==> src/rtl/gpi_debounce.sv <==
// -----------------------------------------------------------------------------
// gpi_debounce
//
// Debounces WIDTH asynchronous input pins (switches, buttons). Each pin goes
// through a two-flop synchronizer and then a per-bit stability counter. A
// change is accepted only after DB_CYCLES consecutive cycles of disagreement
// between the synchronized pin and the current debounced value. Accepted
// 0->1 and 1->0 transitions set sticky rise/fall flags. Those flags are
// cleared by writing 1 to them (W1C), and are masked by an interrupt-enable
// register to produce a level interrupt.
//
// Register map (address within the slot):
//   0 : stable  (RO)  debounced pin levels
//   1 : rise    (W1C) sticky rising-edge flags
//   2 : fall    (W1C) sticky falling-edge flags
//   3 : ie      (RW)  interrupt enable mask
//   4..31 reserved: reads return 0, writes are ignored
//
// Ports:
//   clock    : single clock; all state changes on its rising edge
//   reset    : asynchronous, active-high reset
//   address  : register select
//   rd_data  : combinational read data (0 unless read & cs selects a register)
//   wr_data  : write data
//   read     : read strobe (qualified by cs)
//   write    : write strobe (qualified by cs)
//   cs       : slot chip select
//   data_in  : asynchronous external pins
//   irq      : level interrupt, |((rise | fall) & ie)
// -----------------------------------------------------------------------------
module gpi_debounce #(
  parameter int WIDTH     = 16,
  parameter int DB_CYCLES = 16
) (
  input  logic             clock,
  input  logic             reset,
  input  logic [4:0]       address,
  output logic [31:0]      rd_data,
  input  logic [31:0]      wr_data,
  input  logic             read,
  input  logic             write,
  input  logic             cs,
  input  logic [WIDTH-1:0] data_in,
  output logic             irq
);

  localparam int CW = (DB_CYCLES + 1 > 1) ? $clog2(DB_CYCLES + 1) : 1;
  localparam logic [CW-1:0] CNT_LAST = CW'(DB_CYCLES - 1);

  localparam logic [4:0] ADDR_STABLE = 5'd0;
  localparam logic [4:0] ADDR_RISE   = 5'd1;
  localparam logic [4:0] ADDR_FALL   = 5'd2;
  localparam logic [4:0] ADDR_IE     = 5'd3;

  logic             wr_en;
  logic             rd_en;

  logic [WIDTH-1:0] sync1_q;
  logic [WIDTH-1:0] sync2_q;
  logic [WIDTH-1:0] stable_q, stable_d;
  logic [CW-1:0]    cnt_q [WIDTH];
  logic [CW-1:0]    cnt_d [WIDTH];
  logic [WIDTH-1:0] rise_q, rise_d;
  logic [WIDTH-1:0] fall_q, fall_d;
  logic [WIDTH-1:0] ie_q, ie_d;

  // Upper write-data bits beyond WIDTH have no destination.
  logic             unused_wr_data;
  assign unused_wr_data = ^wr_data;

  assign wr_en = write & cs;
  assign rd_en = read & cs;

  // Synchronizer: data_in is asynchronous to clock, so it gets two flops
  // before any logic looks at it.
  always_ff @(posedge clock or posedge reset) begin
    if (reset) begin
      sync1_q <= '0;
      sync2_q <= '0;
    end else begin
      sync1_q <= data_in;
      sync2_q <= sync1_q;
    end
  end

  // Per-bit debounce: the counter runs only while the synchronized level
  // disagrees with the accepted level. Any agreement restarts it, so a
  // glitch shorter than DB_CYCLES never reaches stable.
  always_comb begin
    stable_d = stable_q;
    for (int i = 0; i < WIDTH; i++) begin
      cnt_d[i] = cnt_q[i];
      if (sync2_q[i] == stable_q[i]) begin
        cnt_d[i] = '0;
      end else if (cnt_q[i] == CNT_LAST) begin
        stable_d[i] = sync2_q[i];
        cnt_d[i]    = '0;
      end else begin
        cnt_d[i] = cnt_q[i] + 1'b1;
      end
    end
  end

  // Sticky edge flags and interrupt mask. A new edge is ORed in after the
  // W1C clear so that an edge coinciding with a clear is not lost.
  always_comb begin
    rise_d = rise_q;
    fall_d = fall_q;
    ie_d   = ie_q;
    if (wr_en) begin
      case (address)
        ADDR_RISE: rise_d = rise_q & ~wr_data[WIDTH-1:0];
        ADDR_FALL: fall_d = fall_q & ~wr_data[WIDTH-1:0];
        ADDR_IE:   ie_d   = wr_data[WIDTH-1:0];
        default:   ;
      endcase
    end
    rise_d = rise_d | (stable_d & ~stable_q);
    fall_d = fall_d | (~stable_d & stable_q);
  end

  always_ff @(posedge clock or posedge reset) begin
    if (reset) begin
      stable_q <= '0;
      rise_q   <= '0;
      fall_q   <= '0;
      ie_q     <= '0;
      for (int i = 0; i < WIDTH; i++) begin
        cnt_q[i] <= '0;
      end
    end else begin
      stable_q <= stable_d;
      rise_q   <= rise_d;
      fall_q   <= fall_d;
      ie_q     <= ie_d;
      for (int i = 0; i < WIDTH; i++) begin
        cnt_q[i] <= cnt_d[i];
      end
    end
  end

  always_comb begin
    rd_data = 32'd0;
    if (rd_en) begin
      case (address)
        ADDR_STABLE: rd_data = 32'(stable_q);
        ADDR_RISE:   rd_data = 32'(rise_q);
        ADDR_FALL:   rd_data = 32'(fall_q);
        ADDR_IE:     rd_data = 32'(ie_q);
        default:     rd_data = 32'd0;
      endcase
    end
  end

  assign irq = |((rise_q | fall_q) & ie_q);

endmodule

==> config.mk <==
export PLATFORM = sky130hd
export DESIGN_NAME = gpi_debounce
export DESIGN_NICKNAME = d
export VERILOG_FILES = /design/src/rtl/gpi_debounce.sv
export SDC_FILE = /design/constraint.sdc
export NUM_CORES = 1
export LEC_CHECK = 0
export BUFFER_PORTS_ARGS = -buffer_cell sky130_fd_sc_hd__buf_2
export CORE_UTILIZATION = 35
export DETAILED_ROUTE_END_ITERATION = 8
export SYNTH_ARGS = -nofsm -noshare
export SYNTH_HDL_FRONTEND = slang
export SYNTH_SLANG_ARGS = --single-unit
==> constraint.sdc <==
create_clock -name clock -period 7.2 [get_ports clock]
set_clock_uncertainty 0.05 [all_clocks]
set_input_delay 1.08 -clock clock [delete_from_list [all_inputs] [get_ports clock]]
set_output_delay 1.08 -clock clock [all_outputs]
set_load 0.005 [all_outputs]
### After elaboration in Yosys (flattened, before gate mapping)

Cells that the tools add are included.

| word-level totals | value |
|---|---|
| bits in registers | 176 |
| input bits | 58 |
| output and inout bits | 33 |
| logic and storage cells | 159 |

| cells by class | value |
|---|---|
| add/subtract/negate cells | 16 |
| equality and inequality tests | 35 |
| muxes and demuxes | 70 |
| bitwise logic cells | 13 |
| reduce and logical (&&, ||, !) cells | 3 |

Operators by type and width:

| operator | count |
|---|---|
| $mux 5 | 32 |
| $add 5x1->5 const B | 16 |
| $and 16x16->16 | 5 |
| $eq 5x4->1 const B | 16 |
| $mux 16 | 5 |
| $pmux 16 s4 | 1 |
| $not 16->16 | 3 |
| $or 16x16->16 | 3 |
| $mux 1 | 32 |
| $eq 1x1->1 | 16 |
| $reduce_or 16->1 | 1 |
| $eq 5x2->1 const B | 2 |
| $eq 5x1->1 const B | 1 |
| $logic_not 5->1 | 1 |
| $and 1x1->1 | 2 |
| $reduce_and 2->1 | 1 |

### Longest topological paths before layout

| depth | value |
|---|---|
| word-level depth | 6 |
| mapped depth | 5 |
| mapped depth without buffers | 4 |

### Least setup slack after synthesis

Ideal clock, no wire load.

| timing path | value |
|---|---|
| kind | input port to output port |
| start point | in address[1] |
| end point | out rd_data[1] |
| arrival time | 2.061 ns |
| slack | 4.009 ns |
| stages | 3 |
| path through | buf_2 > mux4_2 > and3_1 |

| on the way | value |
|---|---|
| longest elaborated chain between the ends | 3 |
| elaborated cells between the ends (all ways) | 6 |
| those cells by class | eq/ne (3); mux (2); reduce/logical (1) |

RTL lines:

| what | RTL line | text |
|---|---|---|
| from (decl) | 37 | `input logic [4:0] address,` |
| $eq 5x2->1 (tied with other cells) | 145 | `case (address)` |
| $pmux 16 s4 * | 145 |  |
| $mux 16 * | 144 | `if (rd_en) begin` |
| to (decl) | 38 | `output logic [31:0] rd_data,` |

Mark *: on every way between the ends. The rest lies on a longest branch, timed or not.

### Worst setup path after layout

| timing path | value |
|---|---|
| start point | in address[1] |
| end point | out rd_data[6] |

The elaborated chain is that of the path after synthesis.

==> impl_results.md <==
- Setup TNS: 0 ps
- DP HPWL: 9610 um
- Die Y: 150 um
- H-Tree Depth: 4
- Die footprint: 22600 um2
- Syn-to-layout area delta: 14.7%
- # nets final: 753
- Endpoints failing setup: 0
- Io pins: 91
- Starting DRT DRC Count: 246
- Leading area contributor after synthesis: dfrtp_1
- Status: completed
- Syn Inst Count: 615
- Crit path DAT: 2590 ps
- Top post-synthesis cells by area: dfrtp_1 (57%), xor2_1 (5.4%), mux4_2 (4.7%), nor2_1 (3.4%), mux2_2 (3.2%)
- Initial antenna violation count: 0
- Transition time of the tightest slew-check pin: 1040 ps
- Pwr Density: 243 nW/um2
- Horiz. Die Dim: 150 um
- Pleak: 4.41 nW
- Tcrit/Tclk final: 0.516
- Vias in the first global route: 4696
- Synthesized area per cell: 12.5 um2
- Worst EP required: 6070 ps
- Flops & latches, synth: 176
- First-pass GRT wire length: 24000 um
- Share of layout cells above drive strength 1: 0.208
- Port bufs: 58
- Peak Freq: 0.269 GHz
- Skew-Pair Late Insertion Delay: 430 ps
- Vias per cell: 4.90
- DRC: 0
- Total CTS buffers: 17
- Crit path time final: 3720 ps
- Share of the synthesized area in the top cell type: 0.573
- DR WL/cell: 14.9 um
- Largest net degree at the start of global routing: 119
- Total track usage: 0.141
- Final wirelength: 14500 um
- Setup bufs post-CTS: 0
- Max clock buf depth: 2
- Ys async rst share: 1.00
- Design area: 8820 um2
- Non-Filler Instances: 968
- Grt ovf: 0
- Max IR drop VDD: 0.000168 V
- Max Slew Vio Count: 0
- Hold Buf Count CTS: 0
- Worst setup SP type: input port
- Sequential share of the synthesized area: 0.573
- Unrepaired setup endpoints after global routing: no
- Min-delay worst type: reg -> reg
- Core outline area: 21300 um2
- Total number of vias: 4747
- Synth Flop Type: dfrtp_1
- Synth Cell Area: 7680 um2
- Clock Root Buffer: clkbuf_16
- Cell Rows: 53
- Rel. slew slack: 0.310
- DRT Pass-1 Iters: 4
- Post-synth EDFFs: 0
- Critical path class: in -> out
- Sink Count: 176
- Cell Area, Placed: 8210 um2
- Final hold violations: 0
- # resized after CTS: 0
- Worst Path Max Fanout: 49
- Global placement routability congestion: 0.742
- Crit. End Element: output pin
- Max-cap violations: 0
- Placed Cells: 935
- Netlist cell types: 31
- Final core utilization: 0.414
- Synth warn: 0
- CTS clk-pin slew, worst paths: 70 ps
- Final ANT Viol Nets: 0
- CTS tree: done
- Starting Density: 0.361
[routing by layer]
| metal | share of wire | up-vias | GRT usage |
|---|---|---|---|
| met2 | 0.46 | 89 | 0.216 |
| met3 | 0.044 | 18 | 0.0352 |
| met4 | 0.015 | 0 | 0.0571 |
| met5 | 0 | - | 0 |
| li1 | - | 2279 | - |
| met1 | 0.48 | 2361 | 0.191 |
[cells in the mapped netlist, types with 8 or more instances]
cell      number
dfrtp_1      176
nor2_1        70
xor2_1        47
o21ai_0       35
and3_1        32
nand3_1       32
inv_1         24
and2_1        23
mux2_2        22
nand4_1       19
nand4b_1      18
buf_4         16
ha_1          16
mux4_2        16
a22o_1        15
a32o_1        15
mux2_4        10
clkbuf_1       8
[cell families after synthesis]
group / Yosys count / share of synthesized area
AND/OR/NAND/NOR: 203 / 0.148
flip-flops: 176 / 0.573
AO/OA/AOI/OAI: 67 / 0.0609
buffers and inverters: 56 / 0.0384
XOR/XNOR: 48 / 0.0547
multiplexers: 48 / 0.0987
adder cells (fa/ha/maj): 16 / 0.0260
other: 1 / 0.000488
[flip-flops by register name, indices dropped and copies added, names as in the netlist]
| register | flops |
|---|---|
| cnt_q | 80 |
| fall_q | 16 |
| ie_q | 16 |
| rise_q | 16 |
| stable_q | 16 |
| sync1_q | 16 |
| sync2_q | 16 |
[stage by stage]
stage | hold WS, ps | total power [mW] | setup slack (ps)
2_1_floorplan | 281 | 1.18 | 1300
3_3_place_gp | 281 | 1.22 | 3470
3_5_place_dp | 285 | 1.22 | 3470
4_1_cts | 299 | 2.17 | 3460
5_1_grt | 306 | 2.23 | 3370
6_report | 295 | 2.14 | 3480
[cells in the final DEF, fill, tap and decap left out, types with 15 or more instances in the layout]
cell type and count:
nand4_1 19, nand3_1 32, ha_1 16, xor2_1 47, inv_1 23, o21ai_0 35, buf_2 58, conb_1 16
nand4b_1 18, and3_1 32, nor2_1 70, clkbuf_16 17, dfrtp_1 176, and2_1 23, mux2_2 22, mux4_2 16
a32o_1 15, a22o_1 15
[layout make-up]
class / count / area [um2]
fill: 2035 / 12500
sequential: 176 / 4400
multi-input combinational: 398 / 3040
clock buffer: 22 / 474
tap: 275 / 344
timing repair buffer: 62 / 320
clock inverter: 10 / 134
inverter: 24 / 95.1
antenna: 1 / 2.50
[path summary, 6_finish.rpt]
path | startpoint | endpoint | slack (ps) | depth (start not counted)
max in group asynchronous | reset | cnt_q[19]$_DFF_PP0_ | 4870 | 3
hold / removal | sync1_q[1]$_DFF_PP0_ | sync2_q[1]$_DFF_PP0_ | 300 | 0
hold reg to reg | sync1_q[1]$_DFF_PP0_ | sync2_q[1]$_DFF_PP0_ | 300 | 0
setup reg to reg | cnt_q[35]$_DFF_PP0_ | stable_q[8]$_DFF_PP0_ | 5740 | 4
setup / recovery | address[1] | rd_data[6] | 3480 | 5
min in group asynchronous | reset | cnt_q[72]$_DFF_PP0_ | 860 | 2
[worst max-delay path, cell delays in order]
cell and delay, ps:
buf_2 70, buf_4 470, mux4_2 570, and3_1 230
buf_2 130
[where the power goes]
group / switching (mW) / total [mW] / leakage (nW) / internal, mW
Combinational: 0.0740 / 0.133 / 1.79 / 0.0591
Sequential: 0.0310 / 1.06 / 2.32 / 1.03
Clock: 0.369 / 0.941 / 0.296 / 0.572
(Power assumes the default switching activity.)
